`src/rtl/vga_timing_gen.sv`:
```
// VGA raster timing: free-running pixel/line counters with registered sync,
// visible-region and coordinate outputs, plus combinational end-of-line/frame strobes.
module vga_timing_gen #(
  parameter int H_ACTIVE = 640,
  parameter int H_FP     = 16,
  parameter int H_SYNC   = 96,
  parameter int H_BP     = 48,
  parameter int V_ACTIVE = 480,
  parameter int V_FP     = 10,
  parameter int V_SYNC   = 2,
  parameter int V_BP     = 33,
  parameter int HS_POL   = 0,
  parameter int VS_POL   = 0,
  parameter int CW       = 10
) (
  input  logic          clk,
  input  logic          rst_n,
  input  logic          en,
  output logic [CW-1:0] h_count,
  output logic [CW-1:0] v_count,
  output logic          hsync,
  output logic          vsync,
  output logic          active,
  output logic [CW-1:0] x,
  output logic [CW-1:0] y,
  output logic          line_end,
  output logic          frame_end
);

  localparam int H_TOTAL = H_ACTIVE + H_FP + H_SYNC + H_BP;
  localparam int V_TOTAL = V_ACTIVE + V_FP + V_SYNC + V_BP;

  localparam logic [CW-1:0] H_LAST       = CW'(H_TOTAL - 1);
  localparam logic [CW-1:0] V_LAST       = CW'(V_TOTAL - 1);
  localparam logic [CW-1:0] H_VIS_LAST   = CW'(H_ACTIVE - 1);
  localparam logic [CW-1:0] V_VIS_LAST   = CW'(V_ACTIVE - 1);
  localparam logic [CW-1:0] H_SYNC_FIRST = CW'(H_ACTIVE + H_FP);
  localparam logic [CW-1:0] H_SYNC_LAST  = CW'(H_ACTIVE + H_FP + H_SYNC - 1);
  localparam logic [CW-1:0] V_SYNC_FIRST = CW'(V_ACTIVE + V_FP);
  localparam logic [CW-1:0] V_SYNC_LAST  = CW'(V_ACTIVE + V_FP + V_SYNC - 1);
  localparam logic          HS_ON        = (HS_POL != 0);
  localparam logic          VS_ON        = (VS_POL != 0);

  logic [CW-1:0] h_count_q, h_count_d;
  logic [CW-1:0] v_count_q, v_count_d;
  logic          hsync_q, hsync_d;
  logic          vsync_q, vsync_d;
  logic          active_q, active_d;
  logic [CW-1:0] x_q, x_d;
  logic [CW-1:0] y_q, y_d;

  logic h_last, v_last, h_in_sync, v_in_sync, h_vis, v_vis;

  always_comb begin
    h_last    = (h_count_q == H_LAST);
    v_last    = (v_count_q == V_LAST);
    h_in_sync = (h_count_q >= H_SYNC_FIRST) && (h_count_q <= H_SYNC_LAST);
    v_in_sync = (v_count_q >= V_SYNC_FIRST) && (v_count_q <= V_SYNC_LAST);
    h_vis     = (h_count_q <= H_VIS_LAST);
    v_vis     = (v_count_q <= V_VIS_LAST);

    line_end  = rst_n & en & h_last;
    frame_end = line_end & v_last;

    h_count_d = h_count_q;
    v_count_d = v_count_q;
    if (en) begin
      if (h_last) begin
        h_count_d = '0;
        v_count_d = v_last ? '0 : v_count_q + CW'(1);
      end else begin
        h_count_d = h_count_q + CW'(1);
      end
    end

    // Output registers sample the pre-edge counters every cycle, regardless of en.
    hsync_d  = h_in_sync ? HS_ON : ~HS_ON;
    vsync_d  = v_in_sync ? VS_ON : ~VS_ON;
    active_d = h_vis & v_vis;
    x_d      = active_d ? h_count_q : '0;
    y_d      = active_d ? v_count_q : '0;

    if (!rst_n) begin
      h_count_d = '0;
      v_count_d = '0;
      hsync_d   = ~HS_ON;
      vsync_d   = ~VS_ON;
      active_d  = 1'b0;
      x_d       = '0;
      y_d       = '0;
    end
  end

  always_ff @(posedge clk) begin
    h_count_q <= h_count_d;
    v_count_q <= v_count_d;
    hsync_q   <= hsync_d;
    vsync_q   <= vsync_d;
    active_q  <= active_d;
    x_q       <= x_d;
    y_q       <= y_d;
  end

  assign h_count = h_count_q;
  assign v_count = v_count_q;
  assign hsync   = hsync_q;
  assign vsync   = vsync_q;
  assign active  = active_q;
  assign x       = x_q;
  assign y       = y_q;

endmodule

```
`config.mk`:
```
export PLATFORM = sky130hd
export DESIGN_NAME = vga_timing_gen
export DESIGN_NICKNAME = d
export VERILOG_FILES = /design/src/rtl/vga_timing_gen.sv
export SDC_FILE = /design/constraint.sdc
export NUM_CORES = 1
export LEC_CHECK = 0
export ABC_CLOCK_PERIOD_IN_PS = 2000
export CAP_MARGIN = 10
export CORE_MARGIN = 10
export CORE_UTILIZATION = 47
export CTS_BUF_LIST = sky130_fd_sc_hd__clkbuf_16
export CTS_CLUSTER_DIAMETER = 50
export DETAILED_ROUTE_END_ITERATION = 10
export GPL_TIMING_DRIVEN = 0
export PLACE_DENSITY = 0.8
export SYNTH_ARGS = -nofsm -noshare
export SYNTH_HDL_FRONTEND = slang
export SYNTH_SLANG_ARGS = --single-unit
```
`constraint.sdc`:
```
create_clock -name clk -period 2 [get_ports clk]
set_input_delay 0.4 -clock clk [delete_from_list [all_inputs] [get_ports clk]]
set_output_delay 0.4 -clock clk [all_outputs]
set_load 0.01 [all_outputs]
```
Word-level counts from Yosys, hierarchy flattened
Index checks and enable logic that the tools add are counted.

Add/sub/neg operators: 2. Order comparisons: 6. Eq/ne operators: 2. Muxes and demuxes: 4. Bitwise operators: 4. Reductions and logical operators: 4.

Operators with widths (number): 10-bit by 1-bit adder with 10-bit output, second input constant (2); 10-bit == test, second input constant (2); 10-bit less-or-equal comparator, second input constant (2); 10-bit by 9-bit less-or-equal comparator with 1-bit output, second input constant (2); 10-bit 2-to-1 mux (2); 10-bit greater-or-equal comparator, second input constant (1); 10-bit by 9-bit greater-or-equal comparator with 1-bit output, second input constant (1); 1-bit bitwise AND (4); 2-bit AND reduction (2); 1-bit logical AND (2); 1-bit 2-to-1 mux (2).

Register bits: 43. Bits of input ports: 3. Output and inout bits: 45. Logic and storage cells: 29.

Longest topological paths before layout
Gate-level depths: netlist of run 1.

Depth in word-level cells: 3. Mapped depth: 6. Gate-level depth less buffers: 6.

Worst setup path after synthesis of run 1
No wires, ideal clock.

Kind: register to register. From: register h_count_q[0] (netlist: h_count[0]). To: register v_count_q[7] (netlist: v_count[7]). Library setup time: 0.069 ns. Arrival time: 1.815 ns. Data required time: 1.931 ns. Path slack: 0.116 ns. Cell stages (with the launch flop): 6. Path buffers: 0. Clock period less this slack: 1.884 ns. Cell sequence: dfxtp_1 > ha_1 > nand4_4 > or4_4 > or3_1 > a21oi_2.

Word-level cells in the longest chain between the ends: 2.

Ends and longest elaborated chain: from (decl) (RTL line 44) `logic [CW-1:0] h_count_q, h_count_d;`; from (signal assigned) (RTL line 95) `h_count_q <= h_count_d;`; 10-bit == test (RTL line 55) `h_last = (h_count_q == H_LAST);`; 2-bit AND reduction (no source line); to (signal assigned) (RTL line 96) `v_count_q <= v_count_d;`; to (decl) (RTL line 45) `logic [CW-1:0] v_count_q, v_count_d;`.

Every way passes these cells. A chain may end at the register's enable or synchronous reset.

Worst setup path after layout of run 1
From: register v_count_q[0] (netlist: v_count[0]). To: output frame_end.

Word-level cells in the longest chain between the ends: 2.

Ends and longest elaborated chain: 10-bit == test (RTL line 56) `v_last = (v_count_q == V_LAST);`; 1-bit bitwise AND (RTL line 63) `frame_end = line_end & v_last;`; to (decl) (RTL line 27) `output logic frame_end`.

Every way passes these cells.

==> impl_metrics.tcl, run 1 <==
set metrics [dict create \
    floorplan.die.width_um 80.4 \
    route.detailed.drc 0 \
    core_mm2 0.00344 \
    synth.distinct_cells 38 \
    cts-hold-fix-buffers 0 \
    final.setup_skew_ns 0.00474 \
    rows 21 \
    nNetsFinal 252 \
    power_density_mw_per_mm2 702 \
    timing.final.max_slew_violations 0 \
    mappedNetlistNets 184 \
    dp.final_hpwl_mm 2.84 \
    synthesized_flop_and_latch_total 43 \
    finalNonFillerCells 291 \
    ys_seq_area_share_pct 50.2 \
    worst-endpoint-arrival_ns 1.56 \
    netlist_area_mm2 0.00171 \
    yosysWarnings 0 \
    post_synth_inst_count 176 \
    synth.avg_cell_area_um2 9.74 \
    antenna_found_initial 0 \
    dr_total_vias 1468 \
    grt_first_pass_wirelength_mm 6.62 \
    period_share_pct 97.8 \
    tritoncts "done" \
    cp_endpoint_kind "output port" \
    grt_max_degree 14 \
    critPathMaxFanout 3 \
    wl_mm 4.25 \
    commonest_cells_after_routing_fill_and_taps_aside "sky130_fd_sc_hd__clkdlybuf4s50_1 (43), sky130_fd_sc_hd__dfxtp_1 (36), sky130_fd_sc_hd__and2_1 (23)" \
    die_height_um 80.4 \
    placement.io_buffers 47 \
    first_pass_drt_iterations 4 \
    layout-area-overhead-vs-synth_pct 50.7 \
    total_die_area_mm2 0.00646 \
    track_usage_pct 12.9 \
    final-hold-violation-count 0 \
    status "finished, final reports clean" \
    leakage_nw 1.04 \
    timing.setup.critical_path_class "register to output port" \
    clockBufferDepth 2 \
    dp_cells 269 \
    clock_latency_ns 0.28 \
    mostFrequentLayoutCell "sky130_fd_sc_hd__clkdlybuf4s50_1" \
    top_level_ports 48 \
    cts.root.buffer_cell "sky130_fd_sc_hd__clkbuf_16" \
    crit_path_cell_trace "inv_2 > ha_1 > nor4bb_4 > nand4_1 > nor2_1 > buf_2" \
    drv.max_cap_violation_count 0 \
    routed_via_density 5.04 \
    worst-r2r-setup-slack_ns 0.10 \
    detail_route.wl_per_cell_um 14.6 \
    fmaxAchievable_mhz 511 \
    detail_route.iter0.violations 99 \
    start_util_pct 49.8 \
    globalRouteOverflowTotal 0 \
    fill_cells 221 \
    ir_drop_v 0.000345 \
    drtAntennaViolNets 0 \
    gp_routability_congestion 0.791 \
    timing.final.setup_violations 0 \
    vias_in_the_first_global_route 1334 \
    hold_path_class "register to register" \
    ctsHtreeMaxLevel 2 \
    layout-drive-gt1-share_pct 19.2 \
    start_kind "register" \
    slowest_stage "sky130_fd_sc_hd__dfxtp_4" \
    insertedDiodeCount 0 \
    clk_transition_reported_paths_ns 0.06 \
    cpPeakStageDelay_ns 0.34 \
    cts_made_buffers 5 \
    cp_data_required_time_ns 1.60 \
    holdWs_ns 0.511 \
    cts.sink_count 43 \
    period_needed_ns 1.96 \
]
## worst paths after layout
path / end / startpoint / depth (start not counted)
setup / recovery: frame_end / v_count[0] / 6
hold / removal: x[1] / h_count[1] / 1
setup reg to reg: v_count[0] / h_count[7] / 11
hold reg to reg: x[1] / h_count[1] / 1
## per-stage QoR
step                      setup TNS (ns)  instance area (um2)  util (%)  power, mW  setup WS, ns
final                                  0                 2580      75.0       1.81        0.0447
after global routing             -0.0674                 2580      75.0       1.86       -0.0674
after CTS                              0                 2510      72.9       1.82       0.00802
after detailed placement           -5.60                 2240      65.1      0.940        -0.650
after global placement             -5.17                 2240      65.1      0.939        -0.643
after floorplan                        0                 1710         -      0.911         0.116
## Yosys cell counts
cell | number | area (um2)
sky130_fd_sc_hd__and2_1 | 23 | 144
sky130_fd_sc_hd__nand3_1 | 9 | 45.0
sky130_fd_sc_hd__or2_2 | 1 | 6.26
sky130_fd_sc_hd__and4_2 | 2 | 20.0
sky130_fd_sc_hd__inv_1 | 5 | 18.8
sky130_fd_sc_hd__and3_1 | 4 | 25.0
sky130_fd_sc_hd__nor4bb_1 | 2 | 20.0
sky130_fd_sc_hd__nand2_1 | 9 | 33.8
sky130_fd_sc_hd__nand4b_1 | 1 | 8.76
sky130_fd_sc_hd__o21ai_0 | 8 | 40.0
sky130_fd_sc_hd__nor2b_1 | 1 | 6.26
sky130_fd_sc_hd__nand3b_1 | 1 | 7.51
sky130_fd_sc_hd__nand4b_2 | 1 | 15.0
sky130_fd_sc_hd__nand4_1 | 5 | 31.3
sky130_fd_sc_hd__and4_1 | 1 | 8.76
sky130_fd_sc_hd__o21ai_1 | 1 | 5.00
sky130_fd_sc_hd__a21oi_1 | 2 | 10.0
sky130_fd_sc_hd__ha_1 | 5 | 62.6
sky130_fd_sc_hd__or4_1 | 1 | 7.51
sky130_fd_sc_hd__or3b_1 | 1 | 8.76
sky130_fd_sc_hd__or4_4 | 1 | 11.3
sky130_fd_sc_hd__clkbuf_1 | 4 | 15.0
sky130_fd_sc_hd__xnor2_1 | 6 | 52.6
sky130_fd_sc_hd__dfxtp_1 | 43 | 861
sky130_fd_sc_hd__buf_2 | 3 | 15.0
sky130_fd_sc_hd__o311ai_0 | 2 | 17.5
sky130_fd_sc_hd__nand2b_1 | 1 | 6.26
sky130_fd_sc_hd__nor4_1 | 2 | 12.5
sky130_fd_sc_hd__nand4bb_1 | 1 | 11.3
sky130_fd_sc_hd__a21boi_0 | 1 | 7.51
sky130_fd_sc_hd__nand4_4 | 1 | 21.3
sky130_fd_sc_hd__nor2_1 | 14 | 52.6
sky130_fd_sc_hd__xor2_1 | 7 | 61.3
sky130_fd_sc_hd__and4b_1 | 1 | 10.0
sky130_fd_sc_hd__conb_1 | 1 | 3.75
sky130_fd_sc_hd__or3_1 | 2 | 12.5
sky130_fd_sc_hd__a21oi_2 | 1 | 8.76
sky130_fd_sc_hd__nor3_1 | 2 | 10.0
## cells by family after synthesis
family | Yosys count | synth area share, %
flops | 43 | 50.2
simple gates | 87 | 31.2
fa+ha+maj | 5 | 3.65
other cells | 1 | 0.219
buf+inv | 12 | 2.85
xor+xnor | 13 | 6.64
compound gates | 15 | 5.18
## cell type report
| type | count | area, um2 | area share [%] |
|---|---|---|---|
| Sequential cell | 43 | 880 | 34.1 |
| Multi-Input combinational cell | 121 | 852 | 33.0 |
| Timing Repair Buffer | 62 | 576 | 22.3 |
| Clock buffer | 5 | 125 | 4.84 |
| Tap cell | 46 | 57.6 | 2.23 |
| Clock inverter | 3 | 38.8 | 1.50 |
| Buffer | 6 | 35.0 | 1.36 |
| Inverter | 5 | 18.8 | 0.727 |
## report_power, final
group | internal [mW] | total (mW) | switching (mW)
Sequential | 0.860 | 0.866 | 0.00553
Clock | 0.582 | 0.889 | 0.307
Combinational | 0.0277 | 0.0577 | 0.0301
## sequential cells by signal (all words and copies together), names as in the netlist
register	flops
active	1
vsync	1
y	10
hsync	1
h_count	10
v_count	10
x	10
## metal layers
metal / wire [um] / global-route usage [%] / up-vias
met4: 63 / 5.99 / 0
met2: 2140 / 21.4 / 59
met3: 384 / 3.23 / 5
met1: 1660 / 15.2 / 667
met5: 0 / 0 / -
li1: - / - / 737
## timing repair
| item | 4_1_cts | 5_1_grt |
|---|---|---|
| cloned | 0 | 0 |
| pin swaps | 3 | 5 |
| setup endpoints to repair | 10 | 11 |
| setup buffers | 7 | 8 |
| gates resized for setup | 25 | 11 |
## critical path: cells and delay by family, from the launching register on
kind	cells	cell delay (ns)
adder cells (fa/ha/maj)	1	0.14
buffers and inverters	2	0.20
flip-flops	1	0.34
AND/OR/NAND/NOR	3	0.59
Power figures use the tool's default switching activity.
==> inputs of run 2 (changes only) <==
- CORE_UTILIZATION: 47 -> 44
- PLACE_DENSITY: 0.8 -> 0.75
==> run 2 against run 1 <==
Combinational power shrank 2%. Critical endpoint is now v_count[7]. Core utilization shrank 6.6 points. Routed wire length shrank 1.4%. Largest power group is now registers.
==> impl_metrics.tcl, run 2 (synthesis gave the netlist of run 1 again) <==
set metrics [dict create \
    period_needed_ns 1.93 \
    commonest_cells_after_routing_fill_and_taps_aside "sky130_fd_sc_hd__clkdlybuf4s50_1 (44), sky130_fd_sc_hd__dfxtp_1 (35), sky130_fd_sc_hd__and2_1 (23)" \
    wl_mm 4.19 \
    top_level_ports 48 \
    timing.final.max_slew_violations 0 \
    cp_endpoint_kind "register" \
    layout-area-overhead-vs-synth_pct 48.4 \
    drtAntennaViolNets 0 \
    clock_latency_ns 0.28 \
    insertedDiodeCount 0 \
    detail_route.wl_per_cell_um 14.5 \
    timing.final.setup_violations 0 \
    fmaxAchievable_mhz 519 \
    critPathMaxFanout 5 \
    route.detailed.drc 0 \
    cts.sink_count 43 \
    power_density_mw_per_mm2 665 \
    dp_worst_setup_slack_ns -0.629 \
    mostFrequentLayoutCell "sky130_fd_sc_hd__clkdlybuf4s50_1" \
    crit_path_cell_trace "ha_4 > nand4_4 > buf_4 > or4_4 > or3_1 > a21oi_2" \
    core_mm2 0.00372 \
    cpPeakStageDelay_ns 0.54 \
    gp_routability_congestion 0.788 \
    rsz0062_at_grt "true" \
    routed_via_density 5.00 \
    grt_max_degree 14 \
    vias_in_the_first_global_route 1400 \
    slowest_stage "sky130_fd_sc_hd__or4_4" \
    die_height_um 82.4 \
    rows 22 \
    nNetsFinal 248 \
    worst-r2r-setup-slack_ns 0.07 \
    holdWs_ns 0.516 \
    final.setup_skew_ns 0.00202 \
    worst-endpoint-arrival_ns 2.14 \
    ctsHtreeMaxLevel 2 \
    finalWorstSetupSlack_ns 0.0731 \
    grt_first_pass_wirelength_mm 6.75 \
    period_share_pct 96.3 \
    clk_transition_reported_paths_ns 0.06 \
    total_die_area_mm2 0.00679 \
    globalRouteOverflowTotal 0 \
    drv.max_cap_violation_count 0 \
    cts_made_buffers 5 \
    floorplan.die.width_um 82.4 \
    placement.io_buffers 47 \
    cts-hold-fix-buffers 0 \
    cp_top_family "simple AND/OR/NAND/NOR gates" \
    clockBufferDepth 2 \
    hold_path_class "register to register" \
    status "finished, final reports clean" \
    ir_drop_v 0.000308 \
    place_area_mm2 0.00224 \
    tritoncts "done" \
    final-hold-violation-count 0 \
    start_util_pct 46.1 \
    antenna_found_initial 0 \
    leakage_nw 1.00 \
    path_buf_inv 1 \
    timing.setup.critical_path_class "register to register" \
    cp_data_required_time_ns 2.22 \
    layout-drive-gt1-share_pct 18.3 \
    first_pass_drt_iterations 4 \
    cts.root.buffer_cell "sky130_fd_sc_hd__clkbuf_16" \
    dr_total_vias 1444 \
    track_usage_pct 12.7 \
    detail_route.iter0.violations 50 \
    final_cell_area_mm2 0.00254 \
    dp.final_hpwl_mm 2.96 \
    start_kind "register" \
]
-- run 2: worst register-to-register path, stage by stage, from the launching register on --
cell,delay [ns]
sky130_fd_sc_hd__dfxtp_4,0.37
sky130_fd_sc_hd__ha_4,0.16
sky130_fd_sc_hd__nand4_4,0.14
sky130_fd_sc_hd__buf_4,0.18
sky130_fd_sc_hd__or4_4,0.54
sky130_fd_sc_hd__or3_1,0.34
sky130_fd_sc_hd__a21oi_2,0.13
-- run 2: path summary, 6_finish.rpt --
kind / cells past startpoint / start / to
worst min-delay path: 1 / h_count[0] / x[0]
worst min register to register: 1 / h_count[0] / x[0]
worst max-delay path: 6 / h_count[0] / v_count[7]
worst max register to register: 6 / h_count[0] / v_count[7]
-- run 2: what timing repair did --
item / 4_1_cts / 5_1_grt
endpoints found under the setup margin: 10 / 10
cloned: 0 / 0
setup buffers: 6 / 5
gates resized for setup: 25 / 11
pin swaps: 2 / 4
hold endpoints to repair: 0 / 0
-- run 2: per-layer routing --
layer / track usage, % / routed length [um]
met5: 0 / 0
met4: 7.31 / 44
met3: 2.38 / 406
met2: 22.4 / 2050
met1: 13.9 / 1690
-- run 2: report_power, final --
part / switching, mW / total [mW] / internal [mW]
Combinational: 0.0293 / 0.0563 / 0.0270
Sequential: 0.00593 / 0.868 / 0.862
Clock: 0.312 / 0.767 / 0.455
-- run 2: stage by stage --
stage / util (%) / total power [mW] / setup TNS (ns) / cells
after global placement: 60.4 / 0.939 / -5.14 / 271
after CTS: 67.0 / 1.70 / -0.127 / 284
after detailed placement: 60.4 / 0.940 / -4.96 / 271
final: 68.5 / 1.69 / 0 / 289
after floorplan: - / 0.911 / 0 / 176
after global routing: 68.5 / 1.74 / -0.0475 / 289
-- run 2: layout make-up --
type | count | area (um2)
Tap cell | 48 | 60.1
Fill cell | 292 | 1170
Inverter | 5 | 18.8
Multi-Input combinational cell | 121 | 858
Sequential cell | 43 | 878
Clock buffer | 5 | 125
Timing Repair Buffer | 58 | 542
Clock inverter | 3 | 16.3
Buffer | 6 | 45.0
